[src/rtl/axi_id_timeout_tracker.sv]
// axi_id_timeout_tracker: per-ID outstanding-transaction table with watchdog timeouts,
// capacity stall and unexpected-response detection for one AXI direction.
module axi_id_timeout_tracker #(
  parameter int MaxUniqIds   = 4,
  parameter int MaxTxnsPerId = 12,
  parameter int CntWidth     = 10,
  parameter int IdWidth      = 2
) (
  input  logic                clk_i,
  input  logic                rst_i,
  input  logic                enable_i,
  input  logic [CntWidth-1:0] budget_i,
  input  logic                req_valid_i,
  input  logic                req_ready_i,
  input  logic [IdWidth-1:0]  req_id_i,
  input  logic                rsp_valid_i,
  input  logic                rsp_ready_i,
  input  logic                rsp_last_i,
  input  logic [IdWidth-1:0]  rsp_id_i,
  output logic                stall_o,
  output logic                timeout_o,
  output logic [IdWidth-1:0]  timeout_id_o,
  output logic                err_unexpected_o,
  output logic                busy_o
);
  localparam int CW = $clog2(MaxTxnsPerId + 1);
  localparam int IW = MaxUniqIds > 1 ? $clog2(MaxUniqIds) : 1;
  logic [MaxUniqIds-1:0] valid, expired, reported;
  logic [IdWidth-1:0]    id    [MaxUniqIds];
  logic [CW-1:0]         cnt   [MaxUniqIds];
  logic [CW-1:0]         cnt_n [MaxUniqIds];
  logic [CntWidth-1:0]   timer [MaxUniqIds];
  logic [MaxUniqIds-1:0] req_hit, rsp_hit, pend, rep_sel;
  logic [MaxUniqIds-1:0] inc, dec, alloc, rl, dn, valid_n;
  logic [IW-1:0]         req_idx, rsp_idx, free_idx, rep_idx;
  logic                  req_match, rsp_match, req_fire, rsp_fire, req_acc;
  // Downward scans leave the lowest matching index in each *_idx.
  always_comb begin
    req_hit = '0;
    rsp_hit = '0;
    pend = '0;
    rep_sel = '0;
    req_idx = '0;
    rsp_idx = '0;
    free_idx = '0;
    rep_idx = '0;
    for (int k = MaxUniqIds - 1; k >= 0; k--) begin
      req_hit[k] = valid[k] && (id[k] == req_id_i);
      rsp_hit[k] = valid[k] && (id[k] == rsp_id_i);
      pend[k] = expired[k] & ~reported[k];
      if (req_hit[k]) req_idx = IW'(k);
      if (rsp_hit[k]) rsp_idx = IW'(k);
      if (!valid[k]) free_idx = IW'(k);
      if (pend[k]) rep_idx = IW'(k);
    end
    rep_sel[rep_idx] = |pend;
  end
  assign req_match = |req_hit;
  assign rsp_match = |rsp_hit;
  assign req_fire  = req_valid_i & req_ready_i;
  assign rsp_fire  = rsp_valid_i & rsp_ready_i;
  assign stall_o   = req_match ? (cnt[req_idx] == CW'(MaxTxnsPerId)) : &valid;
  assign req_acc   = req_fire & ~stall_o;
  // Allocation targets a slot that is free in the current state, so a slot freed this cycle waits.
  always_comb begin
    inc = '0;
    dec = '0;
    alloc = '0;
    rl = '0;
    dn = '0;
    valid_n = '0;
    for (int k = 0; k < MaxUniqIds; k++) begin
      inc[k] = req_acc & req_hit[k];
      dec[k] = rsp_fire & rsp_hit[k] & rsp_last_i;
      alloc[k] = req_acc & ~req_match & (free_idx == IW'(k));
      rl[k] = inc[k] | (rsp_fire & rsp_hit[k]);
      dn[k] = enable_i & ~rl[k] & (timer[k] != '0);
      cnt_n[k] = cnt[k] + CW'(inc[k]) - CW'(dec[k]);
      valid_n[k] = alloc[k] | (valid[k] & (cnt_n[k] != '0));
    end
  end
  always_ff @(posedge clk_i or posedge rst_i) begin
    if (rst_i) begin
      for (int k = 0; k < MaxUniqIds; k++) begin
        valid[k] <= 1'b0;
        id[k] <= '0;
        cnt[k] <= '0;
        timer[k] <= '0;
        expired[k] <= 1'b0;
        reported[k] <= 1'b0;
      end
      timeout_o <= 1'b0;
      timeout_id_o <= '0;
      err_unexpected_o <= 1'b0;
      busy_o <= 1'b0;
    end else begin
      for (int k = 0; k < MaxUniqIds; k++) begin
        if (alloc[k]) begin
          valid[k] <= 1'b1;
          id[k] <= req_id_i;
          cnt[k] <= CW'(1);
          timer[k] <= budget_i;
          expired[k] <= 1'b0;
          reported[k] <= 1'b0;
        end else if (!valid_n[k]) begin
          valid[k] <= 1'b0;
          id[k] <= '0;
          cnt[k] <= '0;
          timer[k] <= '0;
          expired[k] <= 1'b0;
          reported[k] <= 1'b0;
        end else begin
          cnt[k] <= cnt_n[k];
          timer[k] <= rl[k] ? budget_i : timer[k] - CntWidth'(dn[k]);
          expired[k] <= expired[k] | (dn[k] & (timer[k] == CntWidth'(1)));
          reported[k] <= reported[k] | rep_sel[k];
        end
      end
      timeout_o <= |pend;
      timeout_id_o <= |pend ? id[rep_idx] : '0;
      err_unexpected_o <= (req_fire & stall_o) | (rsp_fire & ~rsp_match);
      busy_o <= |valid_n;
    end
  end
endmodule
[config.mk]
export PLATFORM = sky130hd
export DESIGN_NAME = axi_id_timeout_tracker
export DESIGN_NICKNAME = d
export VERILOG_FILES = /design/src/rtl/axi_id_timeout_tracker.sv
export SDC_FILE = /design/constraint.sdc
export NUM_CORES = 1
export LEC_CHECK = 0
export CAP_MARGIN = 20
export CORE_MARGIN = 2
export CORE_UTILIZATION = 44
export CTS_CLUSTER_DIAMETER = 50
export DETAILED_ROUTE_END_ITERATION = 12
export SYNTH_ARGS = -nofsm -noshare
export SYNTH_HDL_FRONTEND = slang
export SYNTH_SLANG_ARGS = --single-unit
[constraint.sdc]
create_clock -name clk_i -period 10.7 [get_ports clk_i]
set_input_delay 1.605 -clock clk_i [delete_from_list [all_inputs] [get_ports clk_i]]
set_output_delay 1.605 -clock clk_i [all_outputs]
set_load 0.02 [all_outputs]
==> impl.org <==
** STA
- Number of failing setup endpoints in the final timing report :: 0
- The final critical path takes up a little under three fifths of the cycle.
- Final hold violation count :: 0
- The max-slew violation count was 0.
- Highest clock rate :: about 0.16 GHz
- Max_slew headroom :: 31.09%
- Setup repair after global routing left no endpoint under its margin.
- At the pin with the least slew margin, the transition time is 1.032 ns.
- Final setup skew :: between 0.01 and 0.015 ns
- Final setup margin :: 4.587 ns
- Worst slack on hold paths :: between 0.5 and 0.6 ns
- The routed design could run at a clock period as short as 6.113 ns.
- In the final timing run, aggregate negative setup slack is 0 ns.

** Logic synthesis
- Sequential element share of the synthesized area :: 41.12%
- Number of warnings reported in the yosys synthesis log :: 0
- Area fraction in compound gates after synthesis :: 18.81%
- Post-synthesis async set-or-reset flop share :: 100.0%
- Area share of fa/ha/maj cells after synthesis :: 7.716%
- Cell Area, Synth :: 4930 um^2
- Cell type with the largest total area after synthesis :: dfrtp_1
- Syn Area/Cell :: 9.743 um^2
- Flip-flop cell with the highest count after synthesis :: dfrtp_1
- The number of nets in the synthesized netlist is 556.
- Commonest cells in the synthesized netlist :: dfrtp_1 (81), nor2_1 (46), inv_1 (45), xnor2_1 (45), nand2_1 (34)
- Post-synthesis instance total :: 506
- Mux contribution to synthesized area :: 0.2030%
- Number of register bits inferred by synthesis :: 81
- Counting flops with a built-in enable in the synthesized netlist gives 0.
- After synthesis, the netlist uses 64 different library cells.
- Share of the synthesized area in the top cell type :: 41.12%
- Dominant combinational cell family by area after synthesis :: compound AO/OA/AOI/OAI gates
- Fraction of synthesized cell area in xor and xnor cells :: 10.96%
- Simple-gate portion of the synthesized area :: 16.50%
- By area the synthesized netlist is led by dfrtp_1 (41%), xnor2_1 (8.0%), ha_1 (6.1%).
- The most common cell in the synthesized netlist is dfrtp_1.

** Setup path
- Data arrival time at the worst-slack endpoint :: 6.34 ns
- The critical path in this run is classified as input pin to register.
- In this run the worst path has a maximum fanout of 14.
- Among all stages on the critical path, the largest delay is contributed by clkdlybuf4s50_1.
- Worst Setup End Kind :: register
- Worst setup SP type :: input pin
- For the worst setup path, the data required time is 10.93 ns.
- Worst reg-to-reg setup slack :: approximately 6.1 ns
- CP max stage delay :: approximately 0.65 ns
- Among the stages of the critical path, the cell type that occurs most often is inv_1.
- Critical path cell sequence :: clkdlybuf4s50_1 > xnor2_2 > nand3_2 > o21a_1 > a311oi_1 > buf_4 > inv_1 > ha_1 > inv_1 > ha_1 > inv_1 > fa_1 > nor2b_1 > nand3_1 > mux2i_1 > nor2_1 > buf_4 > or2_1 > or4_1

** Placed design
- Summed over all nets, the half-perimeter wirelength after detailed placement is 8.376 mm.
- The placed instances occupy a cell area of 5329 um^2.
- Buffers on Ports :: 27
- Pre-CTS worst setup slack :: 3.951 ns
- Routability-driven placement finished with a final weighted congestion of 0.9801.

** Global routing
- Entering global routing, the biggest net connects 82 pins.
- After global routing the overflow that remains totals 0.
- The initial antenna violation count came to 0.
- The via count of the first global-routing pass came to 3677.
- Global routing used 20.31% of the available tracks across all layers.
- The first global-routing pass estimated 18.62 mm of wire.

** Clock tree
- The tree is rooted in a clkbuf_8.
- Clock tree synthesis inserted a total of 9 buffers.
- Clk slew on worst S/H paths :: around 0.08 ns
- CTS tree :: yes
- H-tree level count :: 3
- Post-CTS timing repair inserted 0 buffers for setup.
- Number of hold buffers added after CTS :: 0
- Gates resized during post-CTS repair numbered 0.
- Later-pin clock latency in the skew report :: 0.36 ns
- The clock net in this run drives a total of 81 sinks.
- In this run the deepest clock path goes through 2 buffers.

** Power
- Power per cell area :: ~120 nW/um^2
- Maximum vdd drop :: 0.06774 mV
- Clock network fraction of design power :: 35.9%
- Net switching power figure :: 0.1824 mW
- Sw Ratio :: between 20% and 30%
- Leakage power total :: 2.369 nW
- P_int :: 0.5022 mW
- In this run, flip-flops and latches consume 48.1% of the power.
- Combinational cells account for 16.1% of the total power.

** Job
- Across the run, the number of max-cap violations was 0.

** Detailed routing
- In the routed design, unresolved DRC markers number 0.
- The routed design has 11.42 mm of wire.
- For this block, the initial DRC count from the detailed router was roughly 180.
- In the routed layout, each cell is associated on average with a via count of 5.588.
- Iteration count of the initial detailed-routing pass :: 5
- DR vias :: between 3k and 4k
- After detailed routing, the average wire length per cell comes to 16.81 um.
- In this run the remaining antenna-violating nets after routing total 0.

** Cells and area
- In the final design database the tool counted 585 nets.
- Layout fillers :: 1004
- Synth-to-layout area growth :: 13.07%
- Post-route cell area :: around 5600 um^2
- Share of layout cells above drive strength 1 :: 6.494%
- Number of diodes :: 0

** Outcome
- Status :: finished, final reports clean

** Floorplanning
- Die height :: 109.9 um
- Core ar. :: ~11000 um^2
- Die extent in x :: 109.9 um
- The floorplan step defined a die boundary enclosing 12070 um^2.
- Once the floorplan was initialized, standard cells occupied 45.28% of the core.
- For this design the top-level I/O count stands at 28.
- Number of rows in the core area :: 38

** Hold path
- Type of the tightest min-delay check :: register to register
==> per-layer routing <==
| metal | vias to the layer above | part of all wire [%] | GRT usage [%] |
|---|---|---|---|
| met1 | 1826 | 46 | 28.06 |
| met5 | - | 0 | 0 |
| met4 | 0 | 2.2 | 8.228 |
| met3 | 18 | 3.9 | 2.490 |
| li1 | 1855 | - | - |
| met2 | 95 | 48 | 32.30 |
==> sequential cells by signal (all words and copies together) (netlist names) <==
signal	count
timer	40
cnt	16
id	8
expired	4
reported	4
valid	4
timeout_id_o	2
busy_o	1
err_unexpected_o	1
timeout_o	1
==> worst paths after layout <==
| path | depth (start not counted) | to | from |
|---|---|---|---|
| max | 19 | busy_o$_DFF_PP0_ | req_id_i[0] |
| min | 2 | reported[1]$_DFF_PP0_ | reported[1]$_DFF_PP0_ |
| max reg2reg | 18 | busy_o$_DFF_PP0_ | id[3]$_DFFE_PP0P_ |
| min reg2reg | 2 | reported[1]$_DFF_PP0_ | reported[1]$_DFF_PP0_ |
| max in group asynchronous | 4 | cnt[14]$_DFF_PP0_ | rst_i |
| min in group asynchronous | 3 | timer[13]$_DFF_PP0_ | rst_i |
==> stage by stage <==
stage / std cells / power (mW) / utilization, %
4_1_cts: 677 / 0.6905 / 50.87
6_report: 679 / 0.6846 / 51.20
3_3_place_gp: 662 / 0.4430 / 48.94
2_1_floorplan: 506 / 0.4099 / -
3_5_place_dp: 662 / 0.4441 / 48.94
5_1_grt: 679 / 0.7191 / 51.20
==> power groups by stage <==
stage / registers (mW) / logic, mW / clock network (mW)
CTS: 0.329 / 0.110 / 0.252
global placement: 0.335 / 0.108 / 0
detailed placement: 0.335 / 0.109 / 0
floorplan: 0.332 / 0.0782 / 0
global route: 0.331 / 0.123 / 0.265
finish: 0.329 / 0.110 / 0.246
==> worst max-delay path, delay by kind of cell <==
kind	cells	cell delay, ns
mux	1	0.20
fa+ha+maj	3	0.94
xor+xnor	1	0.35
simple gates	6	1.21
compound gates	2	0.71
buf+inv	6	1.33
==> area by class of cell <==
type                    instances  area (um^2)  share of cell area, %
clock inverters                 3        65.06                  1.167
clock buffers                  12        145.1                  2.604
well taps                     140        175.2                  3.143
inverters                      45        170.2                  3.053
multi-input cells             367         2671                  47.92
repair buffers                 31        320.3                  5.746
flip-flops and latches         81         2027                  36.36
==> cells in the final DEF, fill, tap and decap left out, types with 3 or more instances in the layout <==
master / count
buf_4: 3
dfrtp_1: 81
o21ai_0: 9
a21o_1: 9
nor4_1: 5
clkdlybuf4s50_1: 27
a21oi_1: 11
inv_1: 44
fa_1: 4
nor3_1: 11
nand2_1: 34
clkbuf_8: 10
ha_1: 24
xnor2_1: 45
o2bb2ai_1: 18
o21ai_1: 3
nor3b_1: 3
nand2b_1: 3
nor2b_1: 7
nand3_1: 16
xor2_1: 13
o21a_1: 6
o22ai_1: 12
or3_1: 3
a31oi_1: 3
o211ai_1: 20
a22o_1: 9
and2_1: 5
nor2_1: 46
nand4_1: 5
==> logic make-up (layout without fill, tap and decap cells) <==
family / Yosys count / after routing
compound gates: 120 / 120
xor+xnor: 60 / 60
fa+ha+maj: 28 / 28
buf+inv: 58 / 91
flops: 81 / 81
mux: 1 / 1
simple gates: 158 / 158
(Power assumes the default switching activity.)
